===== src/rtl/comp_seq_nbit.sv =====
// Multi-cycle magnitude comparator: walks two WIDTH-bit operands MSB-first,
// CHUNK bits per clock, and stops at the first differing slice.
module comp_seq_nbit #(
  parameter int WIDTH = 16,
  parameter int CHUNK = 2,
  localparam int NCH = WIDTH / CHUNK,
  localparam int CW  = $clog2(NCH + 1)
) (
  input  logic             clk,
  input  logic             rst_n,
  input  logic             start,
  input  logic             signed_mode,
  input  logic [WIDTH-1:0] a,
  input  logic [WIDTH-1:0] b,
  input  logic             abort,
  output logic             busy,
  output logic             done,
  output logic             eq,
  output logic             gt,
  output logic             lt,
  output logic [CW-1:0]    nchunks
);

  // Handshake: start is taken on any edge where busy=0; done pulses for one
  // cycle with eq/gt/lt/nchunks valid, and those hold until the next done.
  typedef enum logic {IDLE = 1'b0, CMP = 1'b1} state_t;

  // Flipping the sign bit of both operands maps two's-complement order onto
  // unsigned order, so the slice walk itself is always unsigned.
  localparam logic [WIDTH-1:0] SIGN_MASK = WIDTH'(1) << (WIDTH - 1);

  state_t           state;
  logic [WIDTH-1:0] op_a;
  logic [WIDTH-1:0] op_b;
  logic [CW-1:0]    idx;
  logic [CHUNK-1:0] slice_a;
  logic [CHUNK-1:0] slice_b;

  always_comb begin
    slice_a = CHUNK'(op_a >> (int'(idx) * CHUNK));
    slice_b = CHUNK'(op_b >> (int'(idx) * CHUNK));
  end

  // With only two states, busy is the state register itself.
  assign busy = (state == CMP);

  always_ff @(posedge clk or negedge rst_n) begin
    if (!rst_n) begin
      state   <= IDLE;
      op_a    <= '0;
      op_b    <= '0;
      idx     <= '0;
      done    <= 1'b0;
      eq      <= 1'b0;
      gt      <= 1'b0;
      lt      <= 1'b0;
      nchunks <= '0;
    end else begin
      done <= 1'b0;
      case (state)
        IDLE: begin
          if (start) begin
            op_a  <= a ^ (signed_mode ? SIGN_MASK : '0);
            op_b  <= b ^ (signed_mode ? SIGN_MASK : '0);
            idx   <= CW'(NCH - 1);
            state <= CMP;
          end
        end
        CMP: begin
          // abort wins over a decision landing on the same edge
          if (abort) begin
            state <= IDLE;
          end else if (slice_a != slice_b) begin
            eq      <= 1'b0;
            gt      <= (slice_a > slice_b);
            lt      <= (slice_a < slice_b);
            nchunks <= CW'(NCH) - idx;
            done    <= 1'b1;
            state   <= IDLE;
          end else if (idx == '0) begin
            eq      <= 1'b1;
            gt      <= 1'b0;
            lt      <= 1'b0;
            nchunks <= CW'(NCH);
            done    <= 1'b1;
            state   <= IDLE;
          end else begin
            idx <= idx - 1'b1;
          end
        end
        default: state <= IDLE;
      endcase
    end
  end

endmodule


===== config.mk =====
export PLATFORM = sky130hd
export DESIGN_NAME = comp_seq_nbit
export DESIGN_NICKNAME = d
export VERILOG_FILES = /design/src/rtl/comp_seq_nbit.sv
export SDC_FILE = /design/constraint.sdc
export NUM_CORES = 1
export LEC_CHECK = 0
export CORE_UTILIZATION = 45
export DETAILED_ROUTE_END_ITERATION = 16
export GPL_ROUTABILITY_DRIVEN = 0
export PLACE_DENSITY_LB_ADDON = 0.15
export REMOVE_ABC_BUFFERS = 1
export SKIP_LAST_GASP = 1
export SLEW_MARGIN = 15
export SYNTH_ARGS = -nofsm -noshare
export SYNTH_HDL_FRONTEND = slang
export SYNTH_SLANG_ARGS = --single-unit

===== constraint.sdc =====
create_clock -name clk -period 2.1 [get_ports clk]
set_input_delay 0.42 -clock clk [delete_from_list [all_inputs] [get_ports clk]]
set_output_delay 0.42 -clock clk [all_outputs]
set_load 0.01 [all_outputs]

==> results by stage, run 1 <==
Placement:
- The placed instance count is 255.
- The half-perimeter wire length after placement is 3.17 mm.
- The count of input and output buffers is 45.

Global route:
- Entering global routing, the biggest net connects 40 pins.
- The number of global-route vias before repair is 1540.
- The first-pass GRT wire length is 7.35 mm.
- The initial antenna violation count is 0.
- The total global routing overflow is 0.
- The global-route usage over all layers is 19.5%.

Worst setup path:
- The setup path with the least slack is of type reg2reg.
- The delay of the slowest cell on the worst path is 0.40 ns.
- Of all nets on the critical path, the largest fanout is 5.
- The cell with the biggest individual delay on the critical path is sky130_fd_sc_hd__dfrtp_1.
- The critical path endpoint category is a register.
- Walking the worst path, the cells encountered are buf_6 -> buf_4 -> mux4_2 -> nand2_1 -> a21o_1 -> ha_4 -> and4b_2 -> a211oi_2 -> a21oi_2.
- The data required time at the worst endpoint is 2.27 ns.
- Data on the critical path arrives at its endpoint at 2.39 ns.
- The worst setup path is launched from a register.

STA:
- The count of final max-slew check failures is 0.
- Based on the critical path, the design can be clocked at up to 452 MHz.
- The final clock skew is 0.00540 ns.
- Setup repair after global routing could not meet its margin everywhere.
- Once routing completed, OpenROAD measured the worst setup slack at -0.114 ns.
- For the pin with the worst max-slew slack, the measured transition is 0.387 ns.
- Subtracting the final worst setup slack from the clock period gives 2.21 ns.
- Headroom to the max-slew limit came out at 74.2%.
- Of the available clock period, the critical path in the final layout requires 105%.
- Setup violations remaining at the end of the flow were counted as 9.
- The final number of hold-violating endpoints is 0.

Yosys:
- The average cell area after synthesis is 13.7 um2.
- Ranked by instance count, the synthesized netlist is headed by sky130_fd_sc_hd__dfrtp_1, sky130_fd_sc_hd__mux2_2, sky130_fd_sc_hd__a21oi_1, sky130_fd_sc_hd__nand2_1, sky130_fd_sc_hd__mux4_2.
- For this run, the register share of the synthesized area comes to 53.3%.
- The main flop type after synthesis is sky130_fd_sc_hd__dfrtp_1.
- Yosys attributes the largest share of cell area to sky130_fd_sc_hd__dfrtp_1, sky130_fd_sc_hd__mux2_2, sky130_fd_sc_hd__mux4_2, sky130_fd_sc_hd__a21oi_1, sky130_fd_sc_hd__ha_1.
- The cell count after synthesis came out at 154.
- Summed over all instances, the cell type with the most area after synthesis is sky130_fd_sc_hd__dfrtp_1.
- The fraction of post-synthesis cell area in the top cell type by area is 53.3%.
- The fraction of registers with async set or reset after synthesis is 100%.
- By instance count, the leading cell after synthesis is sky130_fd_sc_hd__dfrtp_1.
- The register bit total from synthesis is 45.
- During synthesis, Yosys emitted a total of 0 warnings.
- The mapped netlist covers 2110 um2.
- The synthesized netlist contains 32 unique library cells.
- The number of enable-type register cells in the synthesized netlist is 0.

Clocking:
- The CTS tree is yes.
- Clock tree synthesis found a total of 45 sinks.
- Clock latency on the worst-skew pair, taken at its later pin, is 0.29 ns.
- The maximum count of clock buffers along a single path is 2.
- Hold repair after CTS inserted 0 buffers.
- Counting the buffers created by CTS gives 5.
- The tree is rooted in a sky130_fd_sc_hd__clkbuf_8.
- The H-tree was split into 2 levels.
- Clock-pin slew was measured on the worst setup and hold paths at 0.08 ns.

Detailed routing:
- The first TritonRoute pass finished after 10 iterations.
- In the routed layout, each cell is associated on average with a via count of 5.48.
- In this run the remaining antenna-violating nets after routing total 0.
- The count of unresolved DRC violations after routing is 2.
- Dividing the detail-routed wire length by the instance count gives 16.4 um.
- The detailed router's first-iteration violation count is 79.
- The total via count in the routed design is 1436.
- The routed wire length is 4.31 mm.

Floorplan:
- The die covers 4970 um2.
- The number of cell rows is 24.
- The number of top-level design ports is 46.
- In this run the vertical extent of the chip is 70.5 um.
- The starting density of the core is 47.6%.
- The placeable core region is 4440 um2.
- The width of the die is 70.5 um.

Layout:
- Compared with the post-synthesis result, the final layout area differs by 37.1%.
- The utilization of the core after routing is 65.2%.
- The filler-free cell count of the finished design is 262.
- The fraction of layout instances using a drive strength above 1 is 40.5%.
- The final net count is 250.
- The number of antenna diodes in the final layout is 0.

Pwr:
- The total power per unit cell area is 1360 nW/um2.
- The leakage power summed over all cells is 0.00119 uW.
- Across the VDD grid, the largest voltage drop is 0.690 mV.

Outcome:
- The final reports fail on DRC, setup timing.
- The flow ran to the end, but the final reports show violations.

Run:
- The total of max-cap violations is 0.

Hold path:
- The path class of the tightest hold or removal check is in2async.
## where the power goes
group,internal [uW],leakage (uW),total [uW],switching [uW]
sequential,1260,0.000524,1480,220
combinational,1150,0.000623,1930,778
clock,261,0.0000443,534,272
total,2670,0.00119,3940,1270
## timing repair
action | CTS | global route
buffers inserted | 0 | 1
setup endpoints to repair | 8 | 12
pin swaps | 8 | 13
resized for setup | 15 | 15
hold endpoints to repair | 0 | 0
## placed cells by master, fill, tap and decap left out, types with 2 or more instances in the layout
master,count
sky130_fd_sc_hd__mux4_2,8
sky130_fd_sc_hd__mux2_2,30
sky130_fd_sc_hd__inv_1,5
sky130_fd_sc_hd__nand2_2,6
sky130_fd_sc_hd__nand2b_1,2
sky130_fd_sc_hd__a22o_1,4
sky130_fd_sc_hd__nand2_1,3
sky130_fd_sc_hd__xnor2_1,3
sky130_fd_sc_hd__clkdlybuf4s50_1,44
sky130_fd_sc_hd__clkbuf_8,6
sky130_fd_sc_hd__buf_4,8
sky130_fd_sc_hd__a21o_1,3
sky130_fd_sc_hd__a211oi_2,2
sky130_fd_sc_hd__ha_4,2
sky130_fd_sc_hd__a21oi_2,4
sky130_fd_sc_hd__dfrtp_1,44
sky130_fd_sc_hd__a21oi_1,4
sky130_fd_sc_hd__buf_6,4
sky130_fd_sc_hd__nor2_1,3
sky130_fd_sc_hd__nor3_2,2
## cell type report
cell class | count | area (um2)
fill | 326 | 1550
inverter | 5 | 18.8
tap | 52 | 65.1
clock buffer | 7 | 86.3
multi-input combinational | 95 | 1030
sequential | 45 | 1130
timing repair buffer | 58 | 571
## worst paths after layout
check | from | endpoint | slack [ns] | depth (start not counted)
worst max-delay path | idx[1] | idx[1] | -0.11 | 9
worst min-delay path | rst_n | op_a[12] | 0.04 | 1
worst max register to register | idx[1] | idx[1] | -0.11 | 9
worst min register to register | nchunks[1] | nchunks[1] | 0.51 | 1
max in group asynchronous | rst_n | op_b[15] | 1.49 | 2
min in group clk | nchunks[1] | nchunks[1] | 0.51 | 1
## critical path: cells and delay by family, from the launching register on
kind	cells	cell delay, ns
compound gates	3	0.51
fa+ha+maj	1	0.23
buf+inv	2	0.28
flops	1	0.40
mux	1	0.29
simple gates	2	0.38
## metrics by stage
stage                     cell area (um2)  power, uW  worst slack [ns]  hold slack, ns  TNS [ns]
after detailed placement             2670       3080            -0.117           0.366    -0.460
final                                2900       3940            -0.114          0.0357    -0.475
after CTS                            2820       3730           -0.0839          0.0390    -0.387
after global routing                 2900       4220            -0.200          0.0451     -1.78
after global placement               2670       3010           -0.0542           0.352    -0.193
after floorplan                      2040       2440            -0.508           0.124    -18.01
## flip-flops by register name (all words and copies together), names as in the netlist
signal,cells
busy,1
nchunks,4
eq,1
idx,4
gt,1
op_b,16
op_a,16
done,1
lt,1
## kinds of logic (layout without fill, tap and decap cells)
family / count (synthesis) / after routing / synth area share (%)
and+or+nand+nor: 26 / 26 / 6.63
buffers and inverters: 14 / 70 / 4.20
AOI/OAI and AO/OA: 24 / 24 / 7.87
adders and majority gates: 3 / 3 / 1.78
muxes: 39 / 39 / 25.0
DFF: 45 / 45 / 53.3
xor gates and xnor gates: 3 / 3 / 1.24
## per-layer routing
| metal | GRT usage [%] | up-vias | wire, um |
|---|---|---|---|
| met5 | 0 | - | 0 |
| met4 | 9.11 | 0 | 111 |
| met3 | 5.70 | 12 | 207 |
| li1 | - | 669 | - |
| met1 | 25.3 | 714 | 1850 |
| met2 | 30.7 | 41 | 2140 |
Note: power is estimated with default switching activity, not from simulation.
==> run 2, diff against run 1 <==
CORE_MARGIN = 2   (was not set)
==> results by stage, run 2 (synthesized netlist as in run 1, its figures left out) <==
Pwr:
- The total power per unit cell area is 1380 nW/um2 (was 1360 nW/um2).
- The post-route total power is 4030 uW (was 3940 uW).
- The leakage power summed over all cells came to 0.00122 uW (was 0.00119 uW).
- The worst voltage drop across the vdd grid came to 0.681 mV (was 0.690 mV).

Clocking:
- The level count of the clock H-tree is 2 (unchanged).
- The clock latency at the later pin of the worst-skew pair is 0.30 ns (was 0.29 ns).
- The register clock-pin slew on the reported worst setup and hold paths is 0.08 ns (about the same).
- The maximum count of clock buffers along a single path came to 2 (unchanged).
- The cell chosen for the clock root is sky130_fd_sc_hd__clkbuf_8 (unchanged).
- The CTS tree is yes (unchanged).
- The number of buffers created by CTS is 5 (unchanged).
- The number of buffers inserted for hold repair after clock tree synthesis is 0 (unchanged).
- The number of clock sinks is 45 (unchanged).

Layout:
- The cell area after layout was 2930 um2 (was 2900 um2).
- The synthesis-to-layout area growth came to 38.6% (was 37.1%).
- Commonest non-fill, non-tap cells in the layout: sky130_fd_sc_hd__dfrtp_1, sky130_fd_sc_hd__clkdlybuf4s50_1, sky130_fd_sc_hd__mux2_2, sky130_fd_sc_hd__buf_6, sky130_fd_sc_hd__mux4_2 (was sky130_fd_sc_hd__dfrtp_1, sky130_fd_sc_hd__clkdlybuf4s50_1, sky130_fd_sc_hd__mux2_2, sky130_fd_sc_hd__mux4_2, sky130_fd_sc_hd__buf_4).
- The fraction of layout instances using a drive strength above 1 is 40.2% (was 40.5%).
- The filler-free cell count of the finished design is 266 (was 262).
- The commonest non-fill, non-tap cell in the layout is sky130_fd_sc_hd__dfrtp_1.
- The antenna diode count is 0 (unchanged).
- The utilization of the core after routing is 65.9% (was 65.2%).
- The final net count is 254 (was 250).
- Biggest registers after layout: op_a (16), op_b (16) (unchanged).

Placement:
- The placed instance count is 255 (unchanged).
- The count of input and output buffers came to 45 (unchanged).
- The area after detailed placement came to 2670 um2 (unchanged).
- The half-perimeter wire length after placement is 3.28 mm (was 3.17 mm).

Floorplan:
- The number of top-level design ports is 46 (unchanged).
- The width of the die is 72.5 um (was 70.5 um).
- The starting density of the core is 47.6% (unchanged).
- The placeable core region is 4440 um2 (unchanged).
- The number of cell rows is 24 (unchanged).
- The chip height is 72.5 um (was 70.5 um).
- The overall die area is 5260 um2 (was 4970 um2).

Detailed routing:
- The detailed router's first-iteration violation count is 100 (was 79).
- The number of vias per cell after detailed routing was 5.45 (was 5.48).
- The post-detailed-route wirelength per cell was 17.3 um (was 16.4 um).
- The count of unresolved DRC violations after routing came to 0 (was 2).
- The total via count in the routed design came to 1449 (was 1436).
- The remaining antenna violation count is 0 (unchanged).
- The routed wire length is 4.59 mm (was 4.31 mm).
- The first-pass iteration count of the detailed router is 4 (was 10).

STA:
- RSZ-0062 raised after global routing: yes (unchanged).
- The maximum achievable frequency is 446 MHz (was 452 MHz).
- The final critical-path setup slack came to -0.140 ns (was -0.114 ns).
- The clock period minus worst slack is 2.24 ns (was 2.21 ns).
- The final number of hold-violating endpoints is 0 (unchanged).
- The actual slew at the worst max-slew pin is 0.481 ns (was 0.387 ns).
- The tightest hold margin was 0.0437 ns (was 0.0357 ns).
- The worst slew margin relative to its limit is 67.6% (was 74.2%).
- The number of setup violations in the final report is 12 (was 9).
- The final clock skew is 0.00842 ns (was 0.00540 ns).
- The fraction of the cycle the final worst path needs is 107% (was 105%).
- The count of final max-slew check failures was 0 (unchanged).

Global route:
- The initial antenna violation count is 0 (unchanged).
- The first-pass GRT wire length is 7.47 mm (was 7.35 mm).
- The pin count of the biggest net entering global routing is 40 (unchanged).
- The number of global-route vias before repair is 1551 (was 1540).
- The total global routing overflow is 0 (unchanged).
- The global-route usage over all layers is 18.8% (was 19.5%).

Worst setup path:
- The worst endpoint data arrival time was 2.41 ns (was 2.39 ns).
- The kind of start point of the critical path is a register (unchanged).
- The startpoint of the lowest-slack register-to-register path was idx[1] (unchanged).
- The critical-path maximum fanout is 4 (was 5).
- The data required time at the worst endpoint is 2.27 ns (about the same).
- The endpoint of the lowest-slack register-to-register path is idx[2] (was idx[1]).
- The critical path start-end classification was reg2reg (unchanged).
- The critical path endpoint category is a register (unchanged).
- The worst setup slack for register-to-register paths is -0.14 ns (was -0.11 ns).
- The logic depth of the worst register-to-register path is 9 (unchanged).

Outcome:
- Result of the run: finished with violations (unchanged).
- Violations in the final reports: setup timing (was DRC, setup timing).

Hold path:
- The type of the worst min-delay path is in2async (unchanged).

Run:
- The total of max-cap violations was 0 (unchanged).
-- run 2: timing repair --
action,4_1_cts,5_1_grt
endpoints found under the hold margin,0,0
setup buffers,1,3
cloned,0,0
pin swaps,9,8
resized for setup,14,18
endpoints found under the setup margin,12,13
-- run 2: final cells by class --
type	instances	area, um2
fill	340	1520
sequential	45	1130
multi-input combinational	95	1010
timing repair buffer	62	619
clock buffer	7	86.3
tap	52	65.1
inverter	5	18.8
-- run 2: critical path, cell delays in order, from the launching register on --
cell	delay [ns]
sky130_fd_sc_hd__dfrtp_1	0.38
sky130_fd_sc_hd__buf_6	0.12
sky130_fd_sc_hd__buf_6	0.09
sky130_fd_sc_hd__mux4_2	0.50
sky130_fd_sc_hd__nand2_2	0.08
sky130_fd_sc_hd__a21oi_2	0.06
sky130_fd_sc_hd__ha_4	0.31
sky130_fd_sc_hd__and4b_2	0.32
sky130_fd_sc_hd__and3_4	0.20
sky130_fd_sc_hd__nor3_2	0.04
-- run 2: routing by layer --
layer  GRT usage, %  part of all wire, %  vias to the layer above
met1           22.6                   41                      719
met4           8.44                  1.9                        0
met5              0                    0                        -
met2           32.1                   52                       41
met3           4.58                  4.5                        9
li1               -                    -                      680
-- run 2: where the power goes --
group          internal [uW]  total [uW]  switching, uW
sequential              1260        1480            217
clock                    261         543            282
combinational           1190        2010            820
-- run 2: how the worst max path moves through the flow --
stage	start	endpoint	slack [ns]
5_1_grt	idx[1]	idx[2]	-0.22
3_5_place_dp	idx[1]	idx[1]	-0.14
4_1_cts	idx[1]	idx[1]	-0.11
3_3_place_gp	idx[1]	busy	-0.06
6_report	idx[1]	idx[2]	-0.14
2_1_floorplan	busy	op_a[0]	-0.51
-- run 2: stage by stage --
step	setup TNS, ns	worst slack [ns]
final	-0.818	-0.140
after global routing	-2.24	-0.223
after CTS	-0.704	-0.108
after detailed placement	-0.745	-0.141
after global placement	-0.226	-0.0562
after floorplan	-18.01	-0.508
